## config.mk

```make
export PLATFORM = sky130hd
export DESIGN_NAME = vga_fb_arbiter
export DESIGN_NICKNAME = d
export VERILOG_FILES = /design/src/rtl/vga_fb_pkg.sv /design/src/rtl/fb_wr_fifo.sv /design/src/rtl/vga_fb_arbiter.sv
export SDC_FILE = /design/constraint.sdc
export NUM_CORES = 1
export LEC_CHECK = 0
export ABC_AREA = 1
export CAP_MARGIN = 25
export CORE_ASPECT_RATIO = 0.9
export CORE_MARGIN = 2
export CORE_UTILIZATION = 35
export DETAILED_ROUTE_END_ITERATION = 8
export DONT_BUFFER_PORTS = 1
export GPL_TIMING_DRIVEN = 0
export PLACE_DENSITY = 0.54
export SETUP_SLACK_MARGIN = 0.3
export SLEW_MARGIN = 30
export SYNTH_ARGS = -nofsm -noshare
export SYNTH_HDL_FRONTEND = slang
export SYNTH_SLANG_ARGS = --single-unit
```

## constraint.sdc

```tcl
create_clock -name clk -period 12.75 [get_ports clk]
set_input_delay 3.1875 -clock clk [delete_from_list [all_inputs] [get_ports clk]]
set_output_delay 3.1875 -clock clk [all_outputs]
set_load 0.03 [all_outputs]
```

## src/rtl/vga_fb_pkg.sv

```systemverilog
// Shared definitions for the VGA framebuffer arbiter: RAM grant encoding,
// screen/framebuffer geometry and the framebuffer address helper.
package vga_fb_pkg;

    typedef enum logic [1:0] {
        GNT_NONE = 2'd0,
        GNT_DISP = 2'd1,
        GNT_WR   = 2'd2
    } grant_t;

    localparam int SCREEN_X_C = 640;
    localparam int SCREEN_Y_C = 480;
    localparam int H_LAST_C   = 800;
    localparam int V_LAST_C   = 525;
    localparam int FB_W_C     = 160;
    localparam int FB_H_C     = 120;
    localparam int DW_C       = 12;
    localparam int AW_C       = 15;

    localparam int ROW_W_C = 7;   // framebuffer row index, 0..119
    localparam int COL_W_C = 8;   // framebuffer column index, 0..159

    // Row-major address for the 160-column buffer: row*160 = row*128 + row*32.
    function automatic logic [AW_C-1:0] fbAddr(input logic [ROW_W_C-1:0] row,
                                               input logic [COL_W_C-1:0] col);
        logic [AW_C-1:0] rowWide;
        rowWide = {{(AW_C - ROW_W_C){1'b0}}, row};
        fbAddr  = (rowWide << 3'd7) + (rowWide << 3'd5) + {{(AW_C - COL_W_C){1'b0}}, col};
    endfunction

endpackage

```

## src/rtl/fb_wr_fifo.sv

```systemverilog
// Small synchronous FIFO holding queued framebuffer writes ({addr, data}).
// DEPTH must be a power of two so the pointers wrap naturally.
module fb_wr_fifo #(
    parameter int DEPTH = 4,
    parameter int WIDTH = 27
) (
    input  logic             clk,
    input  logic             rst,
    input  logic             push,
    input  logic [WIDTH-1:0] pushData,
    input  logic             pop,
    output logic [WIDTH-1:0] headData,
    output logic             full,
    output logic             empty
);

    localparam int PW = $clog2(DEPTH);

    logic [WIDTH-1:0] store_r [DEPTH];
    logic [PW-1:0]    wrPtr_r;
    logic [PW-1:0]    rdPtr_r;
    logic [PW:0]      count_r;
    logic             doPush_s;
    logic             doPop_s;

    assign full     = (count_r == (PW + 1)'(DEPTH));
    assign empty    = (count_r == {(PW + 1){1'b0}});
    assign doPush_s = push && !full;
    assign doPop_s  = pop && !empty;
    assign headData = store_r[rdPtr_r];

    // Entry storage; written only on an accepted push, contents are don't-care while empty.
    always_ff @(posedge clk) begin
        if (doPush_s) begin
            store_r[wrPtr_r] <= pushData;
        end
    end

    // Pointers and occupancy; a push and pop in the same cycle leave the count unchanged.
    always_ff @(posedge clk or posedge rst) begin
        if (rst) begin
            wrPtr_r <= {PW{1'b0}};
            rdPtr_r <= {PW{1'b0}};
            count_r <= {(PW + 1){1'b0}};
        end else begin
            if (doPush_s) begin
                wrPtr_r <= wrPtr_r + PW'(1);
            end
            if (doPop_s) begin
                rdPtr_r <= rdPtr_r + PW'(1);
            end
            case ({doPush_s, doPop_s})
                2'b10:   count_r <= count_r + (PW + 1)'(1);
                2'b01:   count_r <= count_r - (PW + 1)'(1);
                default: count_r <= count_r;
            endcase
        end
    end

endmodule

```

## src/rtl/vga_fb_arbiter.sv

```systemverilog
// Shares one single-port framebuffer RAM between the VGA scan-out (absolute
// priority, one fetch per 4 screen pixels) and a queued pixel writer.
module vga_fb_arbiter
    import vga_fb_pkg::*;
#(
    parameter int SCREEN_X = SCREEN_X_C,
    parameter int SCREEN_Y = SCREEN_Y_C,
    parameter int H_LAST   = H_LAST_C,
    parameter int V_LAST   = V_LAST_C,
    parameter int FB_W     = FB_W_C,
    parameter int FB_H     = FB_H_C,
    parameter int DW       = DW_C,
    parameter int AW       = AW_C
) (
    input  logic          clk,
    input  logic          rst,
    input  logic [9:0]    posX,
    input  logic [9:0]    posY,
    output logic [DW-1:0] pixel_out,
    input  logic          wr_valid,
    output logic          wr_ready,
    input  logic [AW-1:0] wr_addr,
    input  logic [DW-1:0] wr_data,
    output logic [AW-1:0] mem_addr,
    output logic          mem_we,
    output logic [DW-1:0] mem_wdata,
    input  logic [DW-1:0] mem_rdata,
    output logic          wr_err
);

    logic [10:0]      posXAhead_s;
    logic [9:0]       nextRow_s;
    logic             lineSlot_s;
    logic             wrapSlot_s;
    logic [AW-1:0]    dispAddr_s;
    grant_t           grant_s;
    logic             activeArea_s;

    logic             fifoPush_s;
    logic             fifoPop_s;
    logic             fifoFull_s;
    logic             fifoEmpty_s;
    logic [AW+DW-1:0] fifoHead_s;
    logic [AW-1:0]    headAddr_s;
    logic [DW-1:0]    headData_s;
    logic             headInRange_s;

    logic             readyEn_r;
    logic             slotD1_r;
    logic             wrErr_r;
    logic [DW-1:0]    pixel_r;

    // Fetch two pixels ahead so the word lands in pixel_r exactly at posX%4==0.
    assign posXAhead_s = {1'b0, posX} + 11'd2;
    assign lineSlot_s  = (posX[1:0] == 2'b10) && (posXAhead_s < 11'(SCREEN_X)) &&
                         (posY < 10'(SCREEN_Y));
    assign wrapSlot_s  = (posX == 10'(H_LAST - 1)) && (nextRow_s < 10'(SCREEN_Y));

    assign headAddr_s    = fifoHead_s[AW+DW-1:DW];
    assign headData_s    = fifoHead_s[DW-1:0];
    assign headInRange_s = (headAddr_s < AW'(FB_W * FB_H));

    assign wr_ready   = readyEn_r && !fifoFull_s;
    assign fifoPush_s = wr_valid && wr_ready;
    assign fifoPop_s  = (grant_s == GNT_WR);
    assign wr_err     = wrErr_r;

    fb_wr_fifo #(
        .DEPTH (4),
        .WIDTH (AW + DW)
    ) uWrFifo (
        .clk      (clk),
        .rst      (rst),
        .push     (fifoPush_s),
        .pushData ({wr_addr, wr_data}),
        .pop      (fifoPop_s),
        .headData (fifoHead_s),
        .full     (fifoFull_s),
        .empty    (fifoEmpty_s)
    );

    // Row whose column 0 is fetched at line end; the last line(s) of the frame roll over to row 0.
    always_comb begin
        if (posY >= 10'(V_LAST - 1)) begin
            nextRow_s = 10'd0;
        end else begin
            nextRow_s = posY + 10'd1;
        end
    end

    // Display fetch address: in-line column ahead, or column 0 of the upcoming row.
    always_comb begin
        if (lineSlot_s) begin
            dispAddr_s = fbAddr(posY[8:2], posXAhead_s[9:2]);
        end else begin
            dispAddr_s = fbAddr(nextRow_s[8:2], 8'd0);
        end
    end

    // Port grant: display slots always win, the writer takes any other cycle with queued data.
    always_comb begin
        if (rst) begin
            grant_s = GNT_NONE;
        end else if (lineSlot_s || wrapSlot_s) begin
            grant_s = GNT_DISP;
        end else if (!fifoEmpty_s) begin
            grant_s = GNT_WR;
        end else begin
            grant_s = GNT_NONE;
        end
    end

    // RAM port drive; an out-of-range head is popped but never reaches the RAM.
    always_comb begin
        mem_addr  = {AW{1'b0}};
        mem_we    = 1'b0;
        mem_wdata = {DW{1'b0}};
        case (grant_s)
            GNT_DISP: begin
                mem_addr = dispAddr_s;
            end
            GNT_WR: begin
                if (headInRange_s) begin
                    mem_addr  = headAddr_s;
                    mem_we    = 1'b1;
                    mem_wdata = headData_s;
                end else begin
                    mem_we = 1'b0;
                end
            end
            default: begin
                mem_we = 1'b0;
            end
        endcase
    end

    // Writer acceptance is held off through reset and enabled on the first edge after release.
    always_ff @(posedge clk or posedge rst) begin
        if (rst) begin
            readyEn_r <= 1'b0;
        end else begin
            readyEn_r <= 1'b1;
        end
    end

    // Sticky flag for dropped out-of-range writes, cleared only by reset.
    always_ff @(posedge clk or posedge rst) begin
        if (rst) begin
            wrErr_r <= 1'b0;
        end else if ((grant_s == GNT_WR) && !headInRange_s) begin
            wrErr_r <= 1'b1;
        end else begin
            wrErr_r <= wrErr_r;
        end
    end

    // Display pipeline: mark the cycle after a fetch, then capture the RAM word.
    always_ff @(posedge clk or posedge rst) begin
        if (rst) begin
            slotD1_r <= 1'b0;
            pixel_r  <= {DW{1'b0}};
        end else begin
            slotD1_r <= (grant_s == GNT_DISP);
            if (slotD1_r) begin
                pixel_r <= mem_rdata;
            end else begin
                pixel_r <= pixel_r;
            end
        end
    end

    // Blank outside the visible area.
    always_comb begin
        activeArea_s = (posX < 10'(SCREEN_X)) && (posY < 10'(SCREEN_Y));
        if (activeArea_s) begin
            pixel_out = pixel_r;
        end else begin
            pixel_out = {DW{1'b0}};
        end
    end

endmodule

```

==> metrics.md, run 1 <==
| Metric | Value |
|---|---|
| Final min period | `9710 ps` |
| DRT iter0 DRCs | `310` |
| Critical path arrival | `6520 ps` |
| Fmax | `around 100 MHz` |
| WP depth | `17` |
| Hold violation total from the final report | `0` |
| Worst slew pin tran | `837 ps` |
| Post-CTS sizing | `0` |
| NumNets Final | `between 800 and 900` |
| Final instance area | `around 8000 um2` |
| Slew margin rel. | `44.0%` |
| Final WS setup | `between 3000 and 4000 ps` |
| Reg2Reg Capture Point | `uWrFifo.store_r[0][1]$_DFFE_PP_` |
| Hold slack | `roughly 500 ps` |
| Antenna diodes | `0` |
| Worst Setup Start Kind | `input port` |
| Hold Path Class | `flip-flop to flip-flop` |
| First-pass GRT wire length | `26.8 mm` |
| Via density | `between 5 and 6` |
| Synth warnings | `0` |
| Skew final | `8.08 ps` |
| Commonest cells after routing, fill and taps aside | `127 x nand2_1, 117 x nor2_1, 108 x edfxtp_1` |
| Compound-Gate Fraction of Synth Area | `between 10% and 20%` |
| Worst reg-to-reg setup slack | `slightly below 10000 ps` |
| NetSw | `0.000652 W` |
| GR Overflow Total | `0` |
| FF+latch count, synth | `130` |
| CP endpoint | `mem_addr[7]` |
| CTS Hold Buffers Added | `0` |
| Critical path data required time | `roughly 9600 ps` |
| CTS tree | `built` |
| Synthesized area per cell | `9.47 um2` |
| Number of I/O pins | `104` |
| RSZ-0062 raised after global routing | `no` |
| DP Area | `around 7200 um2` |
| Initial Util | `35.6%` |
| Worst VDD drop | `roughly 120 uV` |
| Largest net degree at the start of global routing | `25` |
| Pint | `roughly 0.001 W` |
| Hpwl dp | `12.3 mm` |
| Cell depth of the worst flop-to-flop path | `5` |
| Family with the most delay on the worst path | `simple AND/OR/NAND/NOR gates` |
| Initial antenna violation count | `0` |
| Wirelength, routed | `17.0 mm` |
| Die ar. | `20500 um2` |
| Sequential power share | `33.4%` |
| Largest stage delay, worst path | `roughly 610 ps` |
| Slowest cell on crit path | `a21oi_1` |
| Worst Min Path Start | `uWrFifo.count_r[0]$_DFFE_PP0P_` |
| Remaining DRCs | `0` |
| Worst slack at placement | `3000 ps` |
| LEAKAGE | `just over 3 nW` |
| Post-synthesis sequential area ratio | `55.8%` |
| IO buf count | `0` |
| H-tree Lvls | `4` |
| Layout cells sized above 1 | `between 10% and 20%` |
| TritonRoute pass-1 iters | `5` |
| Logic pwr share | `about 37%` |
| Max Cap Violations | `0` |
| Clock transition at path regs | `roughly 60 ps` |
| Worst path cell trace | `buf_4 > inv_1 > nand2_1 > nor2_1 > nand2_1 > nand2_1 > nor3_1 > nand2_1 > o21ai_0 > nand2_1 > nor2_2 > ha_1 > clkbuf_1 > inv_1 > nor2_8 > nand2_1 > a21oi_1` |
| CP Capture Type | `output port` |
| Cells after Synth | `717` |
| Clk_lat worst skew | `420 ps` |
| Routability congestion estimate from global placement | `0.877` |
| Die height | `between 100 and 150 um` |
| All-layer global routing usage | `17.3%` |
| Core ar. | `19100 um2` |
| Clk sinks | `130` |
| Die X | `151 um` |
| Commonest non-fill, non-tap cell in the layout | `nand2_1` |
| Synth unique cells | `37` |
| Origin of the critical flop-to-flop path | `uWrFifo.count_r[0]$_DFFE_PP0P_` |
| Inserted Clock Buffers | `17` |
| Crit path max fanout | `10` |
| Number of nets still failing antenna checks after routing | `0` |
| Bufs on Longest Clock Path | `2` |
| Multiplexer share of the synthesized area | `less than 1%` |
| Vias in the first global route | `5031` |
| Root Buffer | `clkbuf_16` |
| Setup TNS after final layout | `0 ps` |
| Critical path origin | `posY[8]` |
| Fin crit share | `76.1%` |
| Adder-cell share of the synthesized area | `around 6.0%` |
| CP dominant cell by count | `nand2_1` |
| Drt wl/cell | `16.9 um` |
| Std cell rows | `between 40 and 50` |
| Status | `completed` |
| Final-report max-slew violation count | `0` |
| Synth Area in XOR/XNOR | `between 1.5 and 2%` |
| Cell Pwr Density | `209 nW/um2` |
| Post-Synth Simple-Gate Area | `19.9%` |
| Switching part of the total power | `39.8%` |
| Routed vias | `~5000` |
| Mapped Nets | `809` |
| Clock share of power | `29.8%` |
| Worst path bufs/invs | `4` |
| Kind of critical path | `input port to output port` |
| Post-synth design cell area | `slightly below 7000 um2` |
| Setup Viol. Count Final | `0` |
| Main combinational cell family by area after synthesis | `simple AND/OR/NAND/NOR gates` |
| Layout area overhead | `15.3%` |
| Post-CTS Setup Inserts | `0` |
[per-layer routing]
metal | part of all wire (%) | wire length (um) | GRT usage [%] | up-vias
li1 | - | - | - | 2480
met1 | 44 | 7450 | 21.7 | 2393
met2 | 47 | 7950 | 28.4 | 140
met3 | 8.2 | 1400 | 6.04 | 17
met4 | 1.1 | 190 | 4.78 | 0
met5 | 0 | 0 | 0 | -
[synth_stat cells (all sizes together)]
cell type	instances	area share [%]
ha	26	4.8
nand4	15	1.4
nor4	1	0.092
mux2i	1	0.33
a31oi	2	0.18
or2	6	0.55
nand2	129	7.3
buf	7	0.87
nand3	36	2.7
fa	4	1.2
nor3b	1	0.11
o211ai	2	0.22
clkbuf	20	1.1
o22ai	10	0.92
nor2	124	7.2
dfrtp	22	8.1
edfxtp	108	48
xor2	6	0.77
conb	1	0.055
inv	69	3.8
o21ai	71	5.4
nand3b	3	0.33
a21o	2	0.22
a21oi	40	3.6
xnor2	6	0.77
nor3	5	0.37
[through the flow]
stage                     power [W]  std cells  util (%)
after global placement      0.00113        967      37.2
after CTS                   0.00165       1003      41.0
after detailed placement    0.00116        971      37.9
final                       0.00164       1003      41.0
after floorplan            0.000998        717         -
after global routing        0.00174       1003      41.0
[worst register-to-register path, delay by kind of cell, from the launching register on]
family          cells  cell delay [ps]
simple gates        2             1290
buf+inv             2              340
compound gates      1              690
flops               1              390
[cells by family (layout without fill, tap and decap cells)]
logic type | after synthesis | after routing
AOI/OAI and AO/OA | 127 | 127
other | 1 | 1
and+or+nand+nor | 320 | 320
muxes | 1 | 1
buffers and inverters | 96 | 132
adders and majority gates | 30 | 30
xor gates and xnor gates | 12 | 12
DFF | 130 | 130
[power by group through the flow]
| stage | Sequential [W] | Clock, W | Combinational [W] |
|---|---|---|---|
| finish | 0.000547 | 0.000488 | 0.000604 |
| global route | 0.000552 | 0.000518 | 0.000674 |
| CTS | 0.000547 | 0.000495 | 0.000611 |
| detailed placement | 0.000556 | 0 | 0.000608 |
| global placement | 0.000557 | 0 | 0.000578 |
| floorplan | 0.000552 | 0 | 0.000445 |
[layout make-up]
type	count	area, um2
fill	1887	11300
sequential	130	3790
multi-input combinational	491	2630
clock buffer	17	425
tap	250	313
inverter	69	262
clock inverter	15	171
buffer	27	134
timing repair buffer	4	97.6
[state kept, by name, indices dropped and copies added, names as in the netlist]
register / count
pixel_r: 12
readyEn_r: 1
slotD1_r: 1
uWrFifo.count_r: 3
uWrFifo.rdPtr_r: 2
uWrFifo.store_r: 108
uWrFifo.wrPtr_r: 2
wr_err: 1
[worst min path at each step]
stage	end	slack, ps	cells after the start
final	uWrFifo.count_r[0]$_DFFE_PP0P_	500	1
after global routing	uWrFifo.count_r[0]$_DFFE_PP0P_	520	1
after CTS	uWrFifo.count_r[0]$_DFFE_PP0P_	490	1
after detailed placement	uWrFifo.count_r[0]$_DFFE_PP0P_	490	1
after global placement	uWrFifo.count_r[0]$_DFFE_PP0P_	480	1
after floorplan	uWrFifo.count_r[0]$_DFFE_PP0P_	460	1
Note: power is estimated with default switching activity, not from simulation.
==> run 2, diff against run 1 <==
==> constraint.sdc (replaced) <==
create_clock -name clk -period 9 [get_ports clk]
set_input_delay 2.25 -clock clk [delete_from_list [all_inputs] [get_ports clk]]
set_output_delay 2.25 -clock clk [all_outputs]
set_load 0.03 [all_outputs]
==> results of run 2 <==
The final DEF is identical to that of run 1. Status: completed.
Main changes from that run: setup slack after placement 3000 ps -> 1120 ps; setup slack after layout 3040 ps -> 1170 ps; register-to-register setup slack 9730 ps -> 5980 ps; total power 0.00164 W -> 0.00232 W; worst IR drop on VDD 122 uV -> 173 uV
